==> config.mk <==
export PLATFORM = sky130hd
export DESIGN_NAME = rms_calculator_flat
export DESIGN_NICKNAME = d
export VERILOG_FILES = /design/src/rtl/rms_pkg.sv /design/src/rtl/rms_calculator_if.sv /design/src/rtl/isqrt_seq.sv /design/src/rtl/rms_calculator.sv /design/src/flat_wrapper.sv
export SDC_FILE = /design/constraint.sdc
export NUM_CORES = 1
export LEC_CHECK = 0
export ABC_CLOCK_PERIOD_IN_PS = 4900
export CAP_MARGIN = 10
export CORE_MARGIN = 2
export CORE_UTILIZATION = 47
export DETAILED_ROUTE_END_ITERATION = 12
export GPL_TIMING_DRIVEN = 0
export HOLD_SLACK_MARGIN = 0.15
export SLEW_MARGIN = 40
export SYNTH_ARGS = -nofsm -noshare
export SYNTH_HDL_FRONTEND = slang
export SYNTH_SLANG_ARGS = --single-unit
==> constraint.sdc <==
create_clock -name clk -period 4.9 [get_ports clk]
set_input_delay 0.98 -clock clk [delete_from_list [all_inputs] [get_ports clk]]
set_output_delay 0.98 -clock clk [all_outputs]
set_load 0.03 [all_outputs]
==> src/rtl/rms_pkg.sv <==
// Shared widths and sqrt-engine state encoding for the windowed RMS front end.
package rms_pkg;

  localparam int unsigned DATA_W_DEF   = 16;
  localparam int unsigned LOG2_WIN_DEF = 4;
  localparam int unsigned SQ_W         = 2 * DATA_W_DEF;
  localparam int unsigned ACC_W        = SQ_W + LOG2_WIN_DEF;

  typedef enum logic [1:0] {
    IDLE = 2'd0,
    RUN  = 2'd1,
    DONE = 2'd2
  } sqrt_state_e;

endpackage

==> src/rtl/rms_calculator_if.sv <==
// Sample stream in, RMS result and status out.
interface rms_calculator_if
  import rms_pkg::*;
#(
  parameter int unsigned DATA_W = DATA_W_DEF,
  parameter int unsigned OUT_W  = DATA_W_DEF
);

  logic                     clear;
  logic signed [DATA_W-1:0] sample_in;
  logic                     sample_valid;
  logic        [OUT_W-1:0]  rms_val;
  logic                     rms_valid;
  logic                     busy;
  logic                     overrun;

  modport master (
    output clear, sample_in, sample_valid,
    input  rms_val, rms_valid, busy, overrun
  );

  modport slave (
    input  clear, sample_in, sample_valid,
    output rms_val, rms_valid, busy, overrun
  );

endinterface

==> src/rtl/isqrt_seq.sv <==
// Restoring bit-serial integer square root, one result bit per clock, MSB first.
module isqrt_seq
  import rms_pkg::*;
#(
  parameter int unsigned OUT_W = 16,
  parameter int unsigned RAD_W = 2 * OUT_W
) (
  input  logic             clk,
  input  logic             rst,
  input  logic             start,
  input  logic             abort,
  input  logic [RAD_W-1:0] radicand,
  output logic [OUT_W-1:0] root,
  output logic             done,
  output logic             busy
);

  localparam int unsigned CNT_W = $clog2(OUT_W);
  localparam int unsigned REM_W = OUT_W + 1;
  localparam int unsigned TRY_W = OUT_W + 3;

  sqrt_state_e      state_q, state_d;
  logic [CNT_W-1:0] cnt_q, cnt_d;
  logic [REM_W-1:0] rem_q, rem_d;
  logic [OUT_W-1:0] work_q, work_d;
  logic [RAD_W-1:0] rad_q, rad_d;
  logic [OUT_W-1:0] root_q, root_d;
  logic             done_q, done_d;
  logic             busy_q, busy_d;
  logic [TRY_W-1:0] rem_sh_c, trial_c;

  always_ff @(posedge clk or posedge rst) begin
    if (rst) begin
      state_q <= IDLE;
      cnt_q   <= '0;
      rem_q   <= '0;
      work_q  <= '0;
      rad_q   <= '0;
      root_q  <= '0;
      done_q  <= 1'b0;
      busy_q  <= 1'b0;
    end else begin
      state_q <= state_d;
      cnt_q   <= cnt_d;
      rem_q   <= rem_d;
      work_q  <= work_d;
      rad_q   <= rad_d;
      root_q  <= root_d;
      done_q  <= done_d;
      busy_q  <= busy_d;
    end
  end

  // Remainder never exceeds 2*root, so REM_W bits hold it after every step.
  always_comb begin
    state_d  = state_q;
    cnt_d    = cnt_q;
    rem_d    = rem_q;
    work_d   = work_q;
    rad_d    = rad_q;
    root_d   = root_q;
    done_d   = 1'b0;
    rem_sh_c = {rem_q, rad_q[RAD_W-1 -: 2]};
    trial_c  = TRY_W'({work_q, 2'b01});

    case (state_q)
      IDLE: begin
        if (start) begin
          state_d = RUN;
          rad_d   = radicand;
          rem_d   = '0;
          work_d  = '0;
          cnt_d   = '0;
        end
      end
      RUN: begin
        rad_d = {rad_q[RAD_W-3:0], 2'b00};
        if (rem_sh_c >= trial_c) begin
          rem_d  = REM_W'(rem_sh_c - trial_c);
          work_d = {work_q[OUT_W-2:0], 1'b1};
        end else begin
          rem_d  = REM_W'(rem_sh_c);
          work_d = {work_q[OUT_W-2:0], 1'b0};
        end
        cnt_d = cnt_q + CNT_W'(1);
        if (cnt_q == CNT_W'(OUT_W - 1)) state_d = DONE;
      end
      DONE: begin
        root_d  = work_q;
        done_d  = 1'b1;
        state_d = IDLE;
      end
      default: state_d = IDLE;
    endcase

    if (abort) begin
      state_d = IDLE;
      done_d  = 1'b0;
    end
    busy_d = (state_d != IDLE);
  end

  assign root = root_q;
  assign done = done_q;
  assign busy = busy_q;

endmodule

==> src/rtl/rms_calculator.sv <==
// Windowed RMS: square, accumulate 2**LOG2_WIN accepted samples, then sequential sqrt of the mean.
module rms_calculator
  import rms_pkg::*;
#(
  parameter int unsigned DATA_W   = DATA_W_DEF,
  parameter int unsigned LOG2_WIN = LOG2_WIN_DEF,
  parameter int unsigned OUT_W    = DATA_W
) (
  input logic             clk,
  input logic             rst,
  rms_calculator_if.slave bus
);

  localparam int unsigned SQ_BITS  = 2 * DATA_W;
  localparam int unsigned ACC_BITS = SQ_BITS + LOG2_WIN;

  logic signed [SQ_BITS-1:0]  sample_ext_c;
  logic signed [SQ_BITS-1:0]  product_c;
  logic        [SQ_BITS-1:0]  square_c;
  logic        [ACC_BITS-1:0] acc_sum_c;
  logic        [SQ_BITS-1:0]  mean_c;
  logic                       last_c;
  logic                       start_c;
  logic                       eng_busy;

  logic [ACC_BITS-1:0] acc_q;
  logic [LOG2_WIN-1:0] cnt_q;
  logic                overrun_q;

  assign sample_ext_c = SQ_BITS'(bus.sample_in);
  assign product_c    = sample_ext_c * sample_ext_c;
  assign square_c     = product_c;
  assign acc_sum_c    = acc_q + ACC_BITS'(square_c);
  assign mean_c       = SQ_BITS'(acc_sum_c >> LOG2_WIN);
  assign last_c       = bus.sample_valid && (&cnt_q);
  assign start_c      = last_c && !eng_busy && !bus.clear;

  // A window finishing while the engine is occupied is dropped and flagged.
  always_ff @(posedge clk or posedge rst) begin
    if (rst) begin
      acc_q     <= '0;
      cnt_q     <= '0;
      overrun_q <= 1'b0;
    end else if (bus.clear) begin
      acc_q     <= '0;
      cnt_q     <= '0;
      overrun_q <= 1'b0;
    end else if (bus.sample_valid) begin
      if (last_c) begin
        acc_q <= '0;
        cnt_q <= '0;
        if (eng_busy) overrun_q <= 1'b1;
      end else begin
        acc_q <= acc_sum_c;
        cnt_q <= cnt_q + LOG2_WIN'(1);
      end
    end
  end

  isqrt_seq #(
    .OUT_W (OUT_W),
    .RAD_W (SQ_BITS)
  ) u_isqrt (
    .clk      (clk),
    .rst      (rst),
    .start    (start_c),
    .abort    (bus.clear),
    .radicand (mean_c),
    .root     (bus.rms_val),
    .done     (bus.rms_valid),
    .busy     (eng_busy)
  );

  assign bus.busy    = eng_busy;
  assign bus.overrun = overrun_q;

endmodule
==> src/flat_wrapper.sv <==
// flat-port wrapper written by rule: the top's interface ports become plain ports
module rms_calculator_flat import rms_pkg::*;
#(
  parameter int unsigned DATA_W   = DATA_W_DEF,
  parameter int unsigned LOG2_WIN = LOG2_WIN_DEF,
  parameter int unsigned OUT_W    = DATA_W
)
  (clk, rst, bus_clear, bus_sample_in, bus_sample_valid, bus_rms_val, bus_rms_valid, bus_busy, bus_overrun);
  rms_calculator_if #(.DATA_W(DATA_W), .OUT_W(OUT_W)) bus_i ();
  input logic clk;
  input logic rst;
  input wire logic [$bits(bus_i.clear)-1:0] bus_clear;
  input wire logic [$bits(bus_i.sample_in)-1:0] bus_sample_in;
  input wire logic [$bits(bus_i.sample_valid)-1:0] bus_sample_valid;
  output wire logic [$bits(bus_i.rms_val)-1:0] bus_rms_val;
  output wire logic [$bits(bus_i.rms_valid)-1:0] bus_rms_valid;
  output wire logic [$bits(bus_i.busy)-1:0] bus_busy;
  output wire logic [$bits(bus_i.overrun)-1:0] bus_overrun;
  assign bus_i.clear = bus_clear;
  assign bus_i.sample_in = bus_sample_in;
  assign bus_i.sample_valid = bus_sample_valid;
  assign bus_rms_val = bus_i.rms_val;
  assign bus_rms_valid = bus_i.rms_valid;
  assign bus_busy = bus_i.busy;
  assign bus_overrun = bus_i.overrun;
  rms_calculator #(.DATA_W(DATA_W), .LOG2_WIN(LOG2_WIN), .OUT_W(OUT_W)) u_core (.clk(clk), .rst(rst), .bus(bus_i));
endmodule
======== Word-level counts from Yosys, hierarchy flattened ========
Cells that the tools add are included.
operators by class
  $mul .................................... 1
  reduce and logical (&&, ||, !) cells .... 14
  bitwise operators ....................... 0
  mux-type cells .......................... 26
  equal/unequal tests ..................... 4
  add/sub/neg operators ................... 4
  div/mod/pow operators ................... 0
  shift-type cells ........................ 0
  magnitude comparators ................... 1
operator list
  cell                                                                    number
  36-bit two-way mux                                                      3
  32-bit one-hot mux with 2 select lines                                  1
  36-bit by 32-bit adder with 36-bit output                               1
  17-bit two-way mux                                                      2
  17-bit one-hot mux with 2 select lines                                  1
  16-bit by 16-bit multiplier with 32-bit output                          1
  32-bit two-way mux                                                      1
  16-bit one-hot mux with 2 select lines                                  1
  19-bit by 18-bit >= comparator with 1-bit output                        1
  17-bit subtractor                                                       1
  16-bit two-way mux                                                      1
  4-bit two-way mux                                                       4
  2-bit nonzero test                                                      5
  4-bit by 1-bit adder with 4-bit output (second input constant)          2
  4-bit one-hot mux with 2 select lines                                   1
  1-bit two-way mux                                                       7
  2-bit two-way mux                                                       3
  4-bit equality test (second input constant)                             1
  2-bit one-hot mux with 2 select lines                                   1
  4-bit AND reduction                                                     1
  1-bit logical AND                                                       3
  3-bit AND reduction                                                     1
  2-bit by 1-bit equality test with 1-bit output (second input constant)  1
  2-bit equality test (second input constant)                             1
  4 further kinds                                                         5
word-level totals
  output and inout port bits .............. 19
  bits in latches ......................... 0
  memory bits (writable) .................. 0
  memories ................................ 0
  input port bits ......................... 20
  logic and storage cells ................. 61
  memory bits (read-only) ................. 0
  register bits after elaboration ......... 130

======== Logic depth before layout (Yosys ltp) ========
Gate-level depths: netlist (run 1).
  word-level depth ........................ 8
  mapped depth ............................ 37
  depth with buffers taken out ............ 36

======== Modules after synthesis ========
A second synthesis (run 1) with hierarchy kept.
unflattened totals
  cell total of the unflattened synthesis .. 1829
  area, all modules ....................... 16708.5 µm²
by module, submodules not included
  module          instances  cells an instance  area an instance (µm²)
  rms_calculator  1          1319               11927.7
  isqrt_seq       1          510                4780.8

======== Worst setup path after synthesis (run 1) ========
No wires, ideal clock.
  kind .................................... input to register
  start point ............................. input port bus_sample_in[4]
  end point ............................... register u_core.u_isqrt.rad_q[30]
  data arrival time ....................... 7.966 ns
  buffers on the path ..................... 2
  required time ........................... 4.771 ns
  slack ................................... -3.194 ns
  cell stages on the path ................. 32
  cells stage by stage .................... clkbuf_1 > clkbuf_1 > nand2_1 > fa_1 > fa_1 > fa_1 > inv_1 > fa_1 > inv_1 > fa_1 > inv_1 > fa_1 > ha_1 > nor2b_1 > o21ai_0 > nand3_1 > and3_1 > o21ai_0 > nand2b_1 > a21oi_1 > xnor2_1 > ha_1 > nand4_1 > nor3_1 > o2111ai_1 > o211ai_1 > o21ai_0 > a21oi_1 > o21ai_2 > a211oi_2 > xnor2_1 > o21ai_1
between the ends
  longest elaborated chain between the ends .. 4
ends and longest elaborated chain
  item                                            RTL line              source
  start: declaration                              flat_wrapper.sv:13    input wire logic [$bits(bus_i.sample_in)-1:0] bus_sample_in;
  16-bit by 16-bit multiplier with 32-bit output  rms_calculator.sv:31  assign product_c = sample_ext_c * sample_ext_c;
  36-bit by 32-bit adder with 36-bit output       rms_calculator.sv:33  assign acc_sum_c = acc_q + ACC_BITS'(square_c);
  32-bit two-way mux                              isqrt_seq.sv:68       if (start) begin
  32-bit one-hot mux with 2 select lines          isqrt_seq.sv:66       case (state_q)
  end signal: assignment                          isqrt_seq.sv:47       rad_q <= rad_d;
  end: declaration                                isqrt_seq.sv:26       logic [RAD_W-1:0] rad_q, rad_d;
Every way passes these cells. The select of a mux whose other input is x is not followed.
A chain may end at the register's enable or synchronous reset.

======== Worst setup path in the final report (run 1) ========
  start point ............................. input port bus_sample_in[1]
  end point ............................... register u_core.u_isqrt.rad_q[30]
Same word-level chain as after synthesis.

==> metrics list, run 1 <==
- The run finished, with violations left.
* Failing checks: negative setup slack
* Clock latency at the later pin of the worst-skew pair: 0.42 ns
- Number of max-slew violations in the final report: 0
* Final number of hold-violating endpoints: 0
* Die height: 191 um
* Total wirelength of the detailed-routed design: 41.4 mm
- Number of violations reported at the end of detailed-routing iteration 0: 636
- Of the cells placed in the final design, the portion with a size suffix greater than 1 is 20.8%.
* Root cell of the clock tree: sky130_fd_sc_hd__clkbuf_16
- Critical path data required time: 5.19 ns
- Ranked by instance count, the synthesized netlist is headed by sky130_fd_sc_hd__inv_1, sky130_fd_sc_hd__fa_1, sky130_fd_sc_hd__nand2_1.
- Once the floorplan was initialized, standard cells occupied 47.6% of the core.
* Hold/Removal Path Class: register to register
- Share of synthesized area occupied by flip-flops and latches: 19.8%
* Slew at the pin with the worst max-slew slack: 0.700 ns
- A synthesized cell averages 9.19 um^2.
- Routability-driven placement finished with a final weighted congestion of 0.870.
- The via count of the first global-routing pass was 13427.
- Worst-case setup margin in the final layout: -2.98 ns
- In the synthesized netlist, the number of instances is 1784.
- Overall global routing resource usage: 23.9%
- The tool flagged a number of max-cap violations equal to 0.
- Data on the critical path arrives at its endpoint at 8.16 ns.
- TritonCTS built the clock tree.
* Headroom to the max-slew limit: 53.4%
- In the detailed route, the total length drawn on met2 is 20.8 mm.
- Area after detailed placement: 17900 um^2
* Library cell contributing the largest single delay on the critical path: sky130_fd_sc_hd__fa_2
- RSZ-0062 raised after global routing: yes
- Final layout net count: 2338
* Post-synthesis net count: 2182
- Buffers added on ports: 36
- The HPWL after detailed placement is 31.6 mm.
- Of the available clock period, the critical path in the final layout requires 161%.
- The synthesized design contains 130 register bits.
- The routed design could run at a clock period as short as 7.88 ns.
- In the routed layout, each cell is associated on average with a via count of 5.28.
- Counting flops with a built-in enable in the synthesized netlist gives 0.
* CTS Buf Count: 17
* Yosys warning count: 0
- Summed over all nets, wire length on met3 after detailed routing comes to 1.53 mm.
* Cell types with the largest area share after synthesis: sky130_fd_sc_hd__fa_1, sky130_fd_sc_hd__dfrtp_1, sky130_fd_sc_hd__ha_1
- The first detailed-routing pass took 5 iterations.
* Max layer used: met4
- Synthesis instantiated 76 different standard cells from the library.
- Clock input transition at the sequential cells of the worst setup and hold paths: 0.05 ns
- The die covers 36400 um^2.
* Core utilization of the finished layout: 59.6%
- Final setup violation count: 58
* Worst Skew: 0.00911 ns
- Area added between synthesis and finish: 25.3%
- Die outline width: 191 um
- The core region is 34500 um^2.
- Worst Path Max Fanout: 7
* Startpoint Class: input port
- Met1 Routed Length: 18.4 mm
* Class of the most critical setup path: input port to register
- Rows: 68
* Final std cell area, no fill: 20500 um^2
- After detailed routing, the average wire length per cell comes to 17.2 um.
* Cell type with the highest aggregate area in the netlist: sky130_fd_sc_hd__fa_1
* Slowest stage delay, CP: 0.55 ns
* Maximum clock frequency: 0.127 GHz
* Antenna violations before repair: 0
- Counting every sink on the clock net gives 130.
* Endpoint kind of the worst setup timing path: register
* Final routed DRC violation total: 0
- Global route total overflow: 0
- Global-route wire length before repair: 68.3 mm
- Detail Route Antenna Nets: 0
- Total number of H-tree levels: 4
- Sum of negative setup slack: -125.28 ns
- Entering global routing, the biggest net connects 75 pins.
- No sink is reached through more buffers than the 2 on the longest clock path.
- The share of synthesized area in the top cell type comes to 29.0%.
- Leading register cell type out of synthesis: sky130_fd_sc_hd__dfrtp_1
- The cell area that synthesis handed to floorplanning was 16400 um^2.
- Async set or reset register ratio after synthesis: 100%
- Hold Worst Slack: 0.475 ns
- Via count: 12709
* Inserted Diodes: 0
- Hold Buf Count CTS: 0
* Most frequent cell after synthesis: sky130_fd_sc_hd__inv_1
* Ports: 39
[repair_timing]
action / CTS / global route
hold endpoints to repair: 0 / 0
cloned: 2 / 0
resized for setup: 298 / 69
pin swaps: 156 / 78
setup endpoints to repair: 62 / 60
setup buffers: 87 / 13
[flip-flops by register name, indices dropped and copies added (netlist names)]
| name | cells |
|---|---|
| u_core.acc_q | 36 |
| u_core.u_isqrt.rad_q | 32 |
| u_core.u_isqrt.rem_q | 17 |
| u_core.u_isqrt.root | 16 |
| u_core.u_isqrt.work_q | 16 |
| u_core.cnt_q | 4 |
| u_core.u_isqrt.cnt_q | 4 |
| u_core.u_isqrt.state_q | 2 |
| u_core.bus.overrun | 1 |
| u_core.u_isqrt.busy | 1 |
| u_core.u_isqrt.done | 1 |
[final cells by class]
cell class | count | area (um^2)
Tap cell | 455 | 569
Buffer | 56 | 634
Timing Repair Buffer | 138 | 1300
Fill cell | 2981 | 13900
Inverter | 373 | 1430
Clock inverter | 6 | 105
Clock buffer | 23 | 478
Sequential cell | 130 | 3250
Multi-Input combinational cell | 1224 | 12800
[layout by cell type (no fill, tap or decap), drive strengths merged, types with 4 or more instances in the layout]
cell type        n
inv            370
fa             238
nand2          187
ha             140
dfrtp          130
buf            123
o21ai          123
nor2            84
clkbuf          71
a21oi           67
xnor2           58
and2            36
xor2            32
a21o            30
clkdlybuf4s50   22
a22o            21
a22oi           19
nand2b          17
nand3           16
mux2i           15
nor3            12
a31oi           12
nor2b           11
a222oi          11
o21a            10
nand4           10
o21bai           8
and3             8
a211oi           5
or2              5
o31ai            4
clkinv           4
[cells by family (layout without fill, tap and decap cells)]
group                    count (synthesis)  count (layout)  share of synthesized area, %
XOR/XNOR                                90              90                          4.81
flip-flops                             130             130                          19.8
adder cells (fa/ha/maj)                378             378                          39.7
AO/OA/AOI/OAI                          339             339                          13.5
buffers and inverters                  430             596                          9.97
multiplexers                            17              17                          1.05
AND/OR/NAND/NOR                        400             400                          11.1
[metrics by stage]
step                std cells  worst slack, ns
floorplan                1784            -2.73
finish                   2405            -2.98
global route             2405            -3.28
global placement         2275            -4.89
CTS                      2393            -2.93
detailed placement       2276            -4.93
[worst max-delay path: cells and delay by family]
kind	cells	cell delay (ns)
and+or+nand+nor	7	1.04
adders and majority gates	8	3.68
xor gates and xnor gates	2	0.30
AOI/OAI and AO/OA	11	1.58
buffers and inverters	6	0.56
[worst paths after layout]
check | startpoint | to | slack (ns) | depth (start not counted)
max reg2reg | u_core.acc_q[2] | u_core.u_isqrt.rad_q[29] | 1.93 | 12
min in group asynchronous | rst | u_core.acc_q[4] | 1.04 | 2
max | bus_sample_in[1] | u_core.u_isqrt.rad_q[30] | -2.98 | 34
min reg2reg | u_core.u_isqrt.work_q[13] | u_core.u_isqrt.work_q[13] | 0.47 | 2
max in group asynchronous | rst | u_core.u_isqrt.rad_q[28] | 3.19 | 3
min | u_core.u_isqrt.work_q[13] | u_core.u_isqrt.work_q[13] | 0.47 | 2
[per-layer routing]
| metal | GRT usage [%] | vias up |
|---|---|---|
| met1 | 32.6 | 6468 |
| met5 | 0 | - |
| li1 | - | 5988 |
| met2 | 40.7 | 208 |
| met4 | 5.64 | 0 |
| met3 | 2.94 | 45 |
Power of run 1 is not shown: default switching activity piles up to over one toggle a cycle in this logic, so the estimate is an artifact.
==> run 2, diff against run 1 <==
--- a/config.mk
+++ b/config.mk
@@ -7,7 +7,6 @@
 export LEC_CHECK = 0
 export ABC_CLOCK_PERIOD_IN_PS = 4900
 export CAP_MARGIN = 10
-export CORE_MARGIN = 2
 export CORE_UTILIZATION = 47
 export DETAILED_ROUTE_END_ITERATION = 12
 export GPL_TIMING_DRIVEN = 0
==> run 2 against run 1 <==
Compared with the run above:
- the run still ends with negative setup slack left
- sequential share of layout area decreased by 0.25 points
- critical endpoint is now u_core.u_isqrt.rad_q[22]
- clock skew decreased by 0.00070 ns
- maximum frequency is 1.1% higher
==> metrics list, run 2 (synthesis gave the netlist of run 1 again) <==
- Status: complete, but fails checks
- The final reports fail on negative setup slack.
- The via density per instance was 5.29 (+0.15%).
- Final number of hold-violating endpoints: 0 (unchanged)
- Period utilization: 159% (-1.7 points)
- Clock tree synthesis selected as its root buffer the cell sky130_fd_sc_hd__clkbuf_16.
- Amount of wire on met3 after detailed routing: 1.26 mm (-18%)
* Die footprint: 35600 um^2 (-2.1%)
- Final setup violation count: 58 (unchanged)
- Worst-case setup margin in the final layout: -2.89 ns (+0.0824 ns)
- Worst Skew: 0.00841 ns (-0.000695 ns)
* Most common cell type on the critical path: sky130_fd_sc_hd__fa_1
- Clock tree from TritonCTS: yes
* CTS Buf Count: 17 (unchanged)
- The count of standard-cell rows is 68 (unchanged).
* Global-route wire length before repair: 68.6 mm (+0.42%)
- The number of iterations in the first detailed-routing pass was 5 (unchanged).
- The slew at the pin closest to its max-slew limit was 0.702 ns (+0.00247 ns).
- The via count of the first global-routing pass was 13423 (-0.030%).
- The slowest stage of the critical path is the sky130_fd_sc_hd__fa_1 cell.
- DR WL/cell: 17.3 um (+0.71%)
* Buffers added on ports: 36 (unchanged)
- The number of top-level pins came to 39 (unchanged).
* Weighted congestion at the end of routability-driven global placement: 0.885 (+1.7%)
- Most frequent cells in the layout: sky130_fd_sc_hd__inv_1, sky130_fd_sc_hd__fa_1, sky130_fd_sc_hd__nand2_1
- Share of cells above drive strength 1: 23.6% (+2.8 points)
- The clock latency reported for the late side of the worst-skew pair came to 0.43 ns (about the same).
- The total congestion overflow after global routing is 0 (unchanged).
- Total wirelength of the detailed-routed design: 42.0 mm (+1.3%)
- The number of flip-flops under the largest register name came to 36 (unchanged).
- Max layer used: met4
* Met1 Routed Length: 18.8 mm (+2.1%)
- Met2 WL post-DR: 21.1 mm (+1.5%)
- Number of max-slew violations in the final report: 0 (unchanged)
* Worst path arrival time: 8.10 ns (-0.06 ns)
- Most common cell after layout, fill and taps aside: sky130_fd_sc_hd__inv_1
* Headroom to the max-slew limit: 53.2% (-0.16 points)
- Worst Path Max Fanout: 7 (unchanged)
- The number of max-capacitance violations reported is 0 (unchanged).
- Clock sink count: 130 (unchanged)
- The core region area was 34500 um^2 (unchanged).
- The final critical-path required period is 7.79 ns (-0.0824 ns).
- The largest registers in the layout are u_core.acc_q (36), u_core.u_isqrt.rad_q (32), u_core.u_isqrt.rem_q (17).
* Die outline width: 189 um (-1.0%)
- The total of hold buffers inserted after clock tree synthesis is 0 (unchanged).
- Maximum clock frequency: 0.128 GHz (+1.1%)
- The final-stage net count is 2350 (+0.51%).
- Via count: 12807 (+0.77%)
- The aggregate global-route resource usage is 24.4% (+0.51 points).
* Critical path data required time: 5.21 ns (+0.02 ns)
- Setup slack of the worst register-to-register path: 1.90 ns (-0.03 ns)
- The remaining number of nets flagged by the antenna check after routing is 0 (unchanged).
- Final routed DRC violation total: 0 (unchanged)
- The final antenna diode count is 0 (unchanged).
- STA classifies the critical path endpoint as a register.
- The worst stage delay on the critical path came to 0.54 ns (about the same).
- DPL Wire Length: 31.4 mm (-0.54%)
* CTS max path bufs: 2 (unchanged)
- The die height was 189 um (-1.0%).
- The CTS clock-pin slew for the worst setup and hold paths is 0.06 ns (about the same).
- Register-to-Register Path Depth: 12 (unchanged)
* Startpoint Class: input port
* Area added between synthesis and finish: 27.3%
- The initial antenna violation count was 0 (unchanged).
- The largest net degree at the start of global routing was 75 (unchanged).
* Class of the most critical setup path: input port to register
- Number of violations reported at the end of detailed-routing iteration 0: 646 (+1.6%)
* Starting density of the core: 47.6% (unchanged)
* Sum of negative setup slack: -123.35 ns (+1.94 ns)
- RSZ-0062 raised after global routing: yes
* Hold/Removal Path Class: register to register
- Largest register by flop count: u_core.acc_q
* Total number of H-tree levels: 4 (unchanged)
- The number of cells on the worst hold path came to 2 (unchanged).
## run 2: changes by cell type in the layout (fill, tap and decap cells not counted), sizes merged
cell           delta
clkdlybuf4s15     -1
inv               +2
clkinvlp          +2
clkinv            +2
buf              +13
clkbuf            -3
## run 2: routing by layer
layer,vias to the layer above,track usage (%)
li1,6020,-
met1,6514,33.3
met2,209,41.5
met3,64,2.72
met4,0,6.02
met5,-,0
## run 2: path summary, 6_finish.rpt
path / end / startpoint
worst max register to register: u_core.u_isqrt.rad_q[29] / u_core.acc_q[2]
worst min-delay path: u_core.u_isqrt.work_q[14] / u_core.u_isqrt.work_q[14]
worst max-delay path: u_core.u_isqrt.rad_q[22] / bus_sample_in[10]
worst min register to register: u_core.u_isqrt.work_q[14] / u_core.u_isqrt.work_q[14]
min in group asynchronous: u_core.acc_q[5] / rst
max in group asynchronous: u_core.u_isqrt.rad_q[28] / rst
## run 2: cell type report
| cell class | count | area (um^2) |
|---|---|---|
| multi-input cells | 1224 | 13000 |
| inverters | 373 | 1430 |
| plain buffers | 57 | 637 |
| well taps | 455 | 569 |
| clock inverters | 12 | 158 |
| flip-flops and latches | 130 | 3250 |
| clock buffers | 20 | 447 |
| fillers | 2919 | 13600 |
| repair buffers | 149 | 1410 |
## run 2: per-stage QoR
stage | hold WS [ns] | cell area (um^2) | cells | utilization (%) | setup WS [ns]
global route | 0.503 | 20900 | 2420 | 60.6 | -3.19
detailed placement | 0.470 | 17900 | 2276 | 51.9 | -4.89
CTS | 0.482 | 20000 | 2389 | 58.1 | -2.88
global placement | 0.460 | 17800 | 2275 | 51.8 | -4.91
floorplan | 0.446 | 16900 | 1784 | - | -2.73
finish | 0.477 | 20900 | 2420 | 60.6 | -2.89
## run 2: critical path, delay by kind of cell
family / cells / cell delay [ns]
AOI/OAI and AO/OA: 11 / 1.75
xor gates and xnor gates: 2 / 0.31
adders and majority gates: 8 / 3.69
buffers and inverters: 9 / 0.73
and+or+nand+nor: 5 / 0.64
## run 2: timing repair
item / CTS / global route
hold endpoints to repair: 0 / 0
cloned: 2 / 0
pin swaps: 127 / 132
gates resized for setup: 289 / 152
setup endpoints to repair: 62 / 60
buffers inserted: 79 / 33
Power of run 2 is left out for the same reason.
